### config.mk
export PLATFORM = sky130hd
export DESIGN_NAME = clk_div_gen
export DESIGN_NICKNAME = d
export VERILOG_FILES = /design/src/rtl/clk_div_gen.sv
export SDC_FILE = /design/constraint.sdc
export NUM_CORES = 1
export LEC_CHECK = 0
export CAP_MARGIN = 20
export CORE_ASPECT_RATIO = 0.9
export CORE_UTILIZATION = 54
export DETAILED_ROUTE_END_ITERATION = 12
export GPL_TIMING_DRIVEN = 0
export PLACE_DENSITY = 0.76
export SETUP_SLACK_MARGIN = 0.5
export SKIP_CTS_REPAIR_TIMING = 1
export SLEW_MARGIN = 10
export SYNTH_ARGS = -nofsm -noshare
export SYNTH_HDL_FRONTEND = slang
export SYNTH_SLANG_ARGS = --single-unit
### constraint.sdc
create_clock -name clk -period 1.9 [get_ports clk]
set_input_delay 0.57 -clock clk [delete_from_list [all_inputs] [get_ports clk]]
set_output_delay 0.57 -clock clk [all_outputs]
set_load 0.02 [all_outputs]
### src/rtl/clk_div_gen.sv
`default_nettype none
// ============================================================================
//  Module      : clk_div_gen
//  Description : Free-running WIDTH-bit counter plus CHANNELS independent
//                programmable dividers. Each channel emits a registered
//                one-cycle tick strobe every (D+1) cycles and a square-wave
//                enable that toggles on every tick. Outputs are clock-enable
//                strobes; no clock is gated here.
//  Option      : define CLK_DIV_GEN_ONESHOT_EN to add per-channel one-shot
//                mode (oneshot_i / done_o ports).
//  Revision    : 1.0 - initial release
// ============================================================================
module clk_div_gen #(
    parameter int               WIDTH       = 32,
    parameter int               CHANNELS    = 4,
    parameter logic [WIDTH-1:0] DEFAULT_DIV = '0
) (
    input  logic                clk,
    input  logic                rst,
    output logic [WIDTH-1:0]    free_cnt,
    input  logic [CHANNELS-1:0] ch_en,
    input  logic                sync_i,
    input  logic                wr_en,
    input  logic [3:0]          wr_ch,
    input  logic [WIDTH-1:0]    wr_div,
`ifdef CLK_DIV_GEN_ONESHOT_EN
    input  logic [CHANNELS-1:0] oneshot_i,
    output logic [CHANNELS-1:0] done_o,
`endif
    output logic [CHANNELS-1:0] tick_o,
    output logic [CHANNELS-1:0] sq_o
);

    // ------------------------------------------------------------------------
    // State
    // ------------------------------------------------------------------------
    logic [WIDTH-1:0]    free_cnt_q, free_cnt_d;
    logic [WIDTH-1:0]    div_q [CHANNELS];
    logic [WIDTH-1:0]    div_d [CHANNELS];
    logic [WIDTH-1:0]    cnt_q [CHANNELS];
    logic [WIDTH-1:0]    cnt_d [CHANNELS];
    logic [CHANNELS-1:0] tick_q, tick_d;
    logic [CHANNELS-1:0] sq_q,   sq_d;
`ifdef CLK_DIV_GEN_ONESHOT_EN
    logic [CHANNELS-1:0] done_q, done_d;
`endif

    // Write decode: the full 4-bit index is compared, so indices at or above
    // CHANNELS match no channel and the write is dropped.
    logic [CHANNELS-1:0] w_wr_hit;

    // Decode which channel (if any) the current write targets
    always_comb begin
        w_wr_hit = '0;
        for (int i = 0; i < CHANNELS; i++) begin
            w_wr_hit[i] = wr_en && (wr_ch == 4'(i));
        end
    end

    // Free-running counter: wraps naturally at 2^WIDTH
    always_comb begin
        free_cnt_d = free_cnt_q + WIDTH'(1);
    end

    // Per-channel next state, priority: write > disable > sync > terminal > count
    always_comb begin
        div_d  = div_q;
        cnt_d  = cnt_q;
        tick_d = '0;
        sq_d   = sq_q;
`ifdef CLK_DIV_GEN_ONESHOT_EN
        done_d = done_q;
`endif
        for (int i = 0; i < CHANNELS; i++) begin
            if (w_wr_hit[i]) begin
                // New period starts cleanly from zero; square wave phase kept
                div_d[i] = wr_div;
                cnt_d[i] = '0;
`ifdef CLK_DIV_GEN_ONESHOT_EN
                done_d[i] = 1'b0;
`endif
            end else if (!ch_en[i]) begin
                cnt_d[i] = '0;
                sq_d[i]  = 1'b0;
`ifdef CLK_DIV_GEN_ONESHOT_EN
                done_d[i] = 1'b0;
`endif
            end else if (sync_i) begin
                cnt_d[i] = '0;
                sq_d[i]  = 1'b0;
`ifdef CLK_DIV_GEN_ONESHOT_EN
                done_d[i] = 1'b0;
`endif
`ifdef CLK_DIV_GEN_ONESHOT_EN
            end else if (done_q[i]) begin
                // One-shot already fired: park at zero until cleared
                cnt_d[i] = '0;
`endif
            end else if (cnt_q[i] == div_q[i]) begin
                // Terminal compare is equality, so an all-ones divisor
                // returns to zero without overflowing past it
                cnt_d[i]  = '0;
                tick_d[i] = 1'b1;
                sq_d[i]   = ~sq_q[i];
`ifdef CLK_DIV_GEN_ONESHOT_EN
                done_d[i] = oneshot_i[i];
`endif
            end else begin
                cnt_d[i] = cnt_q[i] + WIDTH'(1);
            end
        end
    end

    // State registers with asynchronous active-low reset
    always_ff @(posedge clk or negedge rst) begin
        if (!rst) begin
            free_cnt_q <= '0;
            for (int i = 0; i < CHANNELS; i++) begin
                div_q[i] <= DEFAULT_DIV;
                cnt_q[i] <= '0;
            end
            tick_q <= '0;
            sq_q   <= '0;
`ifdef CLK_DIV_GEN_ONESHOT_EN
            done_q <= '0;
`endif
        end else begin
            free_cnt_q <= free_cnt_d;
            for (int i = 0; i < CHANNELS; i++) begin
                div_q[i] <= div_d[i];
                cnt_q[i] <= cnt_d[i];
            end
            tick_q <= tick_d;
            sq_q   <= sq_d;
`ifdef CLK_DIV_GEN_ONESHOT_EN
            done_q <= done_d;
`endif
        end
    end

    // ------------------------------------------------------------------------
    // Outputs come straight from flops
    // ------------------------------------------------------------------------
    assign free_cnt = free_cnt_q;
    assign tick_o   = tick_q;
    assign sq_o     = sq_q;
`ifdef CLK_DIV_GEN_ONESHOT_EN
    assign done_o   = done_q;
`endif

endmodule
`default_nettype wire

# Word-level counts from Yosys, hierarchy flattened

Cells that the tools add are included.

Word-level logic and storage cells: 91
Flip-flop bits (word level): 296
Output and inout port bits: 40

Add/sub/neg operators: 5
Reductions and logical operators: 9
Bitwise gates (word level): 8
Muxes and demuxes: 44
Eq/ne operators: 11

Operator list:

| operator              | number |
|---|---|
| $mux 32               | 16 |
| $add 32x1->32 const B | 5 |
| $eq 32x32->1          | 4 |
| $mux 1                | 28 |
| $ne 3x1->1 const B    | 4 |
| $eq 4x2->1 const B    | 2 |
| $not 1->1             | 8 |
| $reduce_and 2->1      | 4 |
| $eq 4x1->1 const B    | 1 |
| $logic_and 1x1->1     | 4 |
| $logic_not 4->1       | 1 |

# Logic depth before layout (Yosys ltp)

Gate-level depths: netlist of run 1.

Depth after elaboration: 5
Mapped depth: 7
Gate-level depth less buffers: 6

# Least setup slack after synthesis of run 1

OpenSTA, ideal clock, no wires.

Path kind: input to register
Start point: input port wr_ch[1]
End point: register div_q[100] (netlist bit)
Path slack: -0.058 ns
Required time: 1.775 ns
Library setup time: 0.125 ns
Stages: 5
Path buffers: 2
Arrival time: 1.833 ns
Path through: nor4b_1 > nor2b_1 > buf_2 > buf_2 > mux2_2

Longest elaborated chain between the ends: 2

Ends and longest elaborated chain:

| what                            | line | RTL |
|---|---|---|
| from (decl)                     | 24   | `input logic [3:0] wr_ch,` |
| $logic_not 4->1                 | 56   | `w_wr_hit[i] = wr_en && (wr_ch == 4'(i));` |
| $logic_and 1x1->1               | 56   |  |
| to (signal, indexed assignment) | 130  | `div_q[i] <= div_d[i];` |
| to (decl)                       | 38   | `logic [WIDTH-1:0] div_q [CHANNELS];` |

Every way passes these cells.
A chain may end at the register's enable or synchronous reset.

==> results.md, run 1 <==
* Synth Instances at 1,379
* Synth Register Bits at 296
* Via/cell ratio at 5.635
* Largest net degree at the start of global routing at 114
* NumNets Final at 1,659
* Maximum clock rate at 492.8 MHz
* FP Rows at 55
* Reg2reg path depth at 6
* Synthesized area per cell at 10.24 um^2
* WP data arrival at 2470 ps
* Skew final at 8.937 ps
* PwrDens at 841.4 nW/um^2
* Routed Wire Length at 40,220 um
* Synth Area in Compound Gates at 0.01143
* Peak supply drop at 0.6638 mV
* Total track usage at 0.2762
* Hold crit path type: input pin to asynchronous set/reset pin
* Grt peak-use layer: met2
* Syn nets at 1,428
* CTS Root Cell: clkbuf_16
* Placement Setup Slack at -672.6 ps
* Hold slack at -16.16 ps
* Critical setup path kind: register to register
* Worst-path fanout max at 8
* First DRT Iteration DRCs at 1,021
* Clock Latency Late Sink at 560 ps
* Vias in the first global route at 10,230
* Drt wl/cell at 20.33 um
* Grt met1 use at 0.3977
* First-pass GRT wire length at 56,500 um
* Initial Utilization at 0.5561
* Synth Area in Simple Gates at 0.2218
* Core Box Area at 25,390 um^2
* H-tree Lvls at 1
* Yosys warns at 0
* Ys async rst share at 1.000
* Largest family of logic cells by synthesized area: simple AND/OR/NAND/NOR gates
* GR Util met2 at 0.4280
* RSZ-0062 raised after global routing: true
* Total clock sinks at 296
* Placed cell area at 16,250 um^2
* Multiplexer area fraction after synthesis at 0.05103
* Max-slew headroom at 0.5734
* Port buffer count at 83
* Die Y at 155.4 um
* DRC at 0
* Max-slew violation count at 0
* Setup ws final at -129.3 ps
* DRT Pass-1 Iters at 5
* Vias post-DR at 11,150
* Sequential share of the synthesized area at 0.5245
* I/O pins at 84
* Status: finished with violations
* Crit. End Element: register
* Final ANT Viol Nets at 0
* Detail Placement HPWL at 24,500 um
* Slew @ Worst Pin at 639.9 ps
* Clk buf depth at 3
* Maxcap violations at 0
* Fin crit share at 1.068
* Met3 Use GR at 0.05317
* RD Place Congestion at 0.8708
* Area share of xor/xnor cells in the synthesized design at 0.1681
* Post-synthesis adder-cell area fraction at 0.004430
* Clock Pin Slew Worst Setup and Hold Paths at 60 ps
* Leak at 8.250 nW
* Final min period at 2029 ps
* Die W at 172.5 um
* Ratio of cells with drive above 1 in the final layout at 0.3299
* Unique cell type count in the Yosys netlist at 38
* Top_reg_cell synth: dfrtp_1
* Final count of hold timing violations at 7
* Congestion Overflow GR at 0
* Critical Path RT at 2340 ps
* Critical path launch point type: register
* CTS tree: built
* Post-synth EDFFs at 0
* Failing checks: hold timing, setup timing
* Die area at 26,800 um^2
* Initial antenna violation count at 1
* Number of buffers created by CTS at 31
* Final setup fails at 125
* Area grow syn2layout at 36.97%
* Finished Cell Area at 19,340 um^2
* Netlist Area Pre-Place at 14,120 um^2
Yosys cell counts, types with 6 or more instances:
cell / n / share of area
dfrtp_1: 296 / 0.52
nand2_1: 243 / 0.065
xnor2_1: 192 / 0.12
nor2_1: 149 / 0.040
xor2_1: 79 / 0.049
nand4_1: 78 / 0.035
nand3_1: 66 / 0.023
mux2_2: 64 / 0.051
and3_1: 22 / 0.0097
buf_2: 22 / 0.0078
inv_1: 22 / 0.0058
nor4_1: 20 / 0.0089
clkbuf_1: 18 / 0.0048
nor3_1: 18 / 0.0064
and2_1: 11 / 0.0049
a211o_1: 8 / 0.0050
and4_1: 8 / 0.0050
a21oi_1: 7 / 0.0025
or3_1: 6 / 0.0027
critical path, cell delays in order (launching register included):
cell,delay [ps]
dfrtp_2,470
xnor2_2,210
nand4_1,200
nor4_4,460
a211o_4,330
clkbuf_16,190
nor2_2,30
flip-flops by register name, indices dropped and copies added, names as in the netlist:
name / count
cnt_q: 128
free_cnt: 32
div_q: 128
tick_o: 4
sq_o: 4
metal layers:
layer / vias up / routed length (um)
met2: 381 / 19160
li1: 5092 / -
met3: 78 / 2765
met1: 5595 / 17160
met4: 0 / 1134
met5: - / 0
cell type report:
cell class	instances	area (um^2)
Fill cell	1552	6050
Buffer	41	533.0
Clock buffer	43	890.9
Timing Repair Buffer	198	2082
Clock inverter	14	197.7
Sequential cell	296	7451
Inverter	22	82.58
Antenna cell	2	5.005
Tap cell	342	427.9
Multi-Input combinational cell	1020	7674
cells by family (layout without fill, tap and decap cells):
kind of cell | Yosys count | count (layout)
and+or+nand+nor | 656 | 656
DFF | 296 | 296
xor gates and xnor gates | 271 | 271
muxes | 64 | 64
buffers and inverters | 63 | 318
AOI/OAI and AO/OA | 24 | 24
adders and majority gates | 5 | 5
other | 0 | 2
path summary, 6_finish.rpt:
check,from,endpoint,slack [ps]
setup / recovery,cnt_q[34],cnt_q[41],-130
hold / removal,rst,cnt_q[89],-20
setup reg to reg,cnt_q[34],cnt_q[41],-130
hold reg to reg,free_cnt[5],free_cnt[5],490
max in group asynchronous,rst,free_cnt[3],870
min in group clk,free_cnt[5],free_cnt[5],490
stage by stage:
| step | instances | utilization | power [mW] | setup TNS (ps) |
|---|---|---|---|---|
| floorplan | 1379 | - | 8.798 | 0 |
| global placement | 1804 | 0.6375 | 9.493 | -3840310 |
| detailed placement | 1806 | 0.6399 | 9.553 | -133340 |
| CTS | 1863 | 0.6827 | 16.01 | -25300 |
| global route | 1976 | 0.7616 | 16.86 | -15920 |
| finish | 1978 | 0.7618 | 16.27 | -6704 |
where the power goes:
group / switching (mW) / internal [mW] / total, mW
clock network: 2.54 / 3.93 / 6.47
registers: 0.565 / 6.91 / 7.48
logic: 1.07 / 1.26 / 2.33
cells in the final DEF (no fill, tap or decap), types with 51 or more instances in the layout:
cell     netlist  routed
buf_4          0      91
dfrtp_1      296     261
mux2_4         0      60
nand2_1      243     240
nand3_1       66      56
nand4_1       78      78
nor2_1       149      51
nor2_2         0      86
xnor2_1      192     174
xor2_1        79      76
Note: power is estimated with default switching activity, not from simulation.
==> run 2, diff against run 1 <==
--- a/config.mk
+++ b/config.mk
@@ -5,8 +5,9 @@
 export SDC_FILE = /design/constraint.sdc
 export NUM_CORES = 1
 export LEC_CHECK = 0
-export CAP_MARGIN = 20
-export CORE_ASPECT_RATIO = 0.9
+export CAP_MARGIN = 25
+export CORE_ASPECT_RATIO = 1.2
+export CORE_MARGIN = 2
 export CORE_UTILIZATION = 54
 export DETAILED_ROUTE_END_ITERATION = 12
 export GPL_TIMING_DRIVEN = 0
==> run 2 against run 1 <==
Effect of this change:
- the flow finishes with violations (setup timing)
- flip-flop and latch count unchanged
- global-route usage down 1.7 points
- clock-buffer cell count down 7
- die area up 2.5%
- clock skew up 8.0 ps
- register-to-register slack worse by 80 ps
- routed wire length up 5.7%
- critical path depth up 1
- worst setup slack worse by 78 ps
- first-iteration DRC count down 16%
- sequential share of layout area down 1.3 points
- design area up 3.8%
- critical path type unchanged
==> results.md, run 2 (synthesized netlist as in run 1, its figures left out) <==
* Status: finished with violations (unchanged)
* Failing checks: setup timing (was hold timing, setup timing)
* Worst-path fanout max at 7 (was 8)
* Final setup fails at 87 (was 125)
* Skew final at 16.94 ps (was 8.937 ps)
* Ratio of cells with drive above 1 in the final layout at 0.3700 (was 0.3299)
* Critical path launch point type: register (unchanged)
* Ant diodes at 0 (was 2)
* Peak supply drop at 0.6424 mV (was 0.6638 mV)
* Maxcap violations at 0 (unchanged)
* Most frequent cells in the layout: 242 x nand2_1, 240 x dfrtp_1, 167 x xnor2_1, 118 x buf_4, 78 x nand4_1 (was 261 x dfrtp_1, 240 x nand2_1, 174 x xnor2_1, 91 x buf_4, 86 x nor2_2)
* Reg2reg end: cnt_q[126] (was cnt_q[41])
* Initial antenna violation count at 0 (was 1)
* Core Box Area at 25,620 um^2 (was 25,390 um^2)
* DRT Pass-1 Iters at 5 (unchanged)
* Reg2reg path depth at 7 (was 6)
* NumNets Final at 1,690 (was 1,659)
* Vias in the first global route at 10,320 (was 10,230)
* Maximum clock rate at 474.5 MHz (was 492.8 MHz)
* Clock Pin Slew Worst Setup and Hold Paths at 70 ps (was 60 ps)
* Final ANT Viol Nets at 0 (unchanged)
* Port buffer count at 83 (unchanged)
* Max-slew violation count at 0 (unchanged)
* CTS tree: built (unchanged)
* FILL cells at 1,436 (was 1,552)
* Placement Setup Slack at -718.0 ps (was -672.6 ps)
* Met3 Use GR at 0.03283 (was 0.05317)
* Largest net degree at the start of global routing at 114 (unchanged)
* PwrDens at 835.0 nW/um^2 (was 841.4 nW/um^2)
* I/O pins at 84 (unchanged)
* Routed Wire Length at 42,490 um (was 40,220 um)
* Final min period at 2108 ps (was 2029 ps)
* Critical Path RT at 2340 ps (about the same)
* Most common cell after layout, fill and taps aside: nand2_1 (was dfrtp_1)
* Setup ws final at -207.7 ps (was -129.3 ps)
* Max-slew headroom at 0.5483 (was 0.5734)
* Drt wl/cell at 21.30 um (was 20.33 um)
* Pint at 12.43 mW (was 12.10 mW)
* CTS Root Cell: clkbuf_16 (unchanged)
* Grt peak-use layer: met2 (unchanged)
* GR Util met2 at 0.4195 (was 0.4280)
* Combinational share of power at 0.145 (was 0.143)
* R2R Path Start: cnt_q[106] (was cnt_q[34])
* Total clock sinks at 296 (unchanged)
* Number of buffers created by CTS at 30 (was 31)
* Clock Latency Late Sink at 560 ps (about the same)
* Worst R2R Setup Slack at -210 ps (was -130 ps)
* Post-layout power at 16.77 mW (was 16.27 mW)
* Leak at 8.446 nW (was 8.250 nW)
* Die Y at 181.2 um (was 155.4 um)
* Critical setup path kind: register to register (unchanged)
* H-tree Lvls at 1 (unchanged)
* Clk buf depth at 3 (unchanged)
* Sequential power share at 0.446 (was 0.459)
* Area grow syn2layout at 42.17% (was 36.97%)
* Die area at 27,470 um^2 (was 26,800 um^2)
* First DRT Iteration DRCs at 859 (was 1,021)
* Total track usage at 0.2593 (was 0.2762)
* Switching Share at 0.2585 (was 0.2566)
* Clock network fraction of total power at 0.410 (was 0.398)
* RSZ-0062 raised after global routing: true (unchanged)
* Hold slack at 32.92 ps (was -16.16 ps)
* RD Place Congestion at 0.8529 (was 0.8708)
* Detail Placement HPWL at 24,240 um (was 24,500 um)
* Fin crit share at 1.109 (was 1.068)
* FP Rows at 64 (was 55)
* Congestion Overflow GR at 0 (unchanged)
* Slew @ Worst Pin at 677.6 ps (was 639.9 ps)
* First-pass GRT wire length at 55,710 um (was 56,500 um)
* Final count of hold timing violations at 0 (was 7)
* WP data arrival at 2550 ps (was 2470 ps)
* Vias post-DR at 11,580 (was 11,150)
* Die W at 151.6 um (was 172.5 um)
* Initial Utilization at 0.5511 (was 0.5561)
* Crit. End Element: register (unchanged)
* DRC at 0 (unchanged)
* Via/cell ratio at 5.806 (was 5.635)
* Hold crit path type: input pin to asynchronous set/reset pin (unchanged)
* P_sw at 4.333 mW (was 4.176 mW)
* Grt met1 use at 0.3547 (was 0.3977)
* Setup total negative slack at -7286 ps (was -6704 ps)
run 2: cell types whose count changed in the layout (fill, tap and decap cells not counted), sizes merged:
cell           before  now
clkdlybuf4s50      37   36
diode               2    0
clkbuf             80   73
inv                22   24
clkinv              8    6
clkinvlp            1    4
bufinv              5    8
buf               164  196
dlymetal6s2s        1    2
run 2: cell type report:
cell class                 count  area (um^2)  area share
tap                          330        412.9     0.02056
clock buffer                  36        834.6     0.04157
clock inverter                20        321.6     0.01602
inverter                      22        82.58    0.004113
sequential                   296         7477      0.3724
timing repair buffer         230         2347      0.1169
buffer                        41        540.5     0.02692
multi-input combinational   1020         8061      0.4015
run 2: worst max path at each step:
stage | from | end | slack, ps | depth (start not counted)
2_1_floorplan | free_cnt[0] | free_cnt[30] | 110 | 6
3_3_place_gp | rst | free_cnt[4] | -13420 | 1
3_5_place_dp | wr_ch[3] | div_q[100] | -720 | 6
4_1_cts | free_cnt[18] | free_cnt[18] | -350 | 1
5_1_grt | cnt_q[106] | cnt_q[126] | -210 | 7
6_report | cnt_q[106] | cnt_q[126] | -210 | 7
run 2: worst max-delay path, stage by stage (launching register included):
cell       delay [ps]
dfrtp_1           400
buf_4             150
xnor2_1           350
nand4_1           240
nor4_4            290
a211o_4           300
clkbuf_16         200
a21oi_2            40
run 2: power groups by stage:
stage	Clock, mW	Combinational [mW]	Sequential [mW]
after global routing	7.19	2.58	7.53
after detailed placement	0	2.01	7.51
after CTS	6.89	2.04	7.41
after global placement	0	1.94	7.51
after floorplan	0	1.43	7.37
final	6.87	2.43	7.47
run 2: per-stage QoR:
stage	utilization	area (um^2)	cells
after detailed placement	0.6335	16230	1794
after floorplan	-	14930	1379
after CTS	0.6786	17390	1850
final	0.7835	20080	1995
after global routing	0.7835	20080	1995
after global placement	0.6312	16170	1792
run 2: layer usage:
| metal | routed length, um | up-vias |
|---|---|---|
| li1 | - | 5140 |
| met1 | 16350 | 5847 |
| met2 | 21270 | 465 |
| met3 | 2396 | 130 |
| met4 | 2482 | 0 |
| met5 | 0 | - |
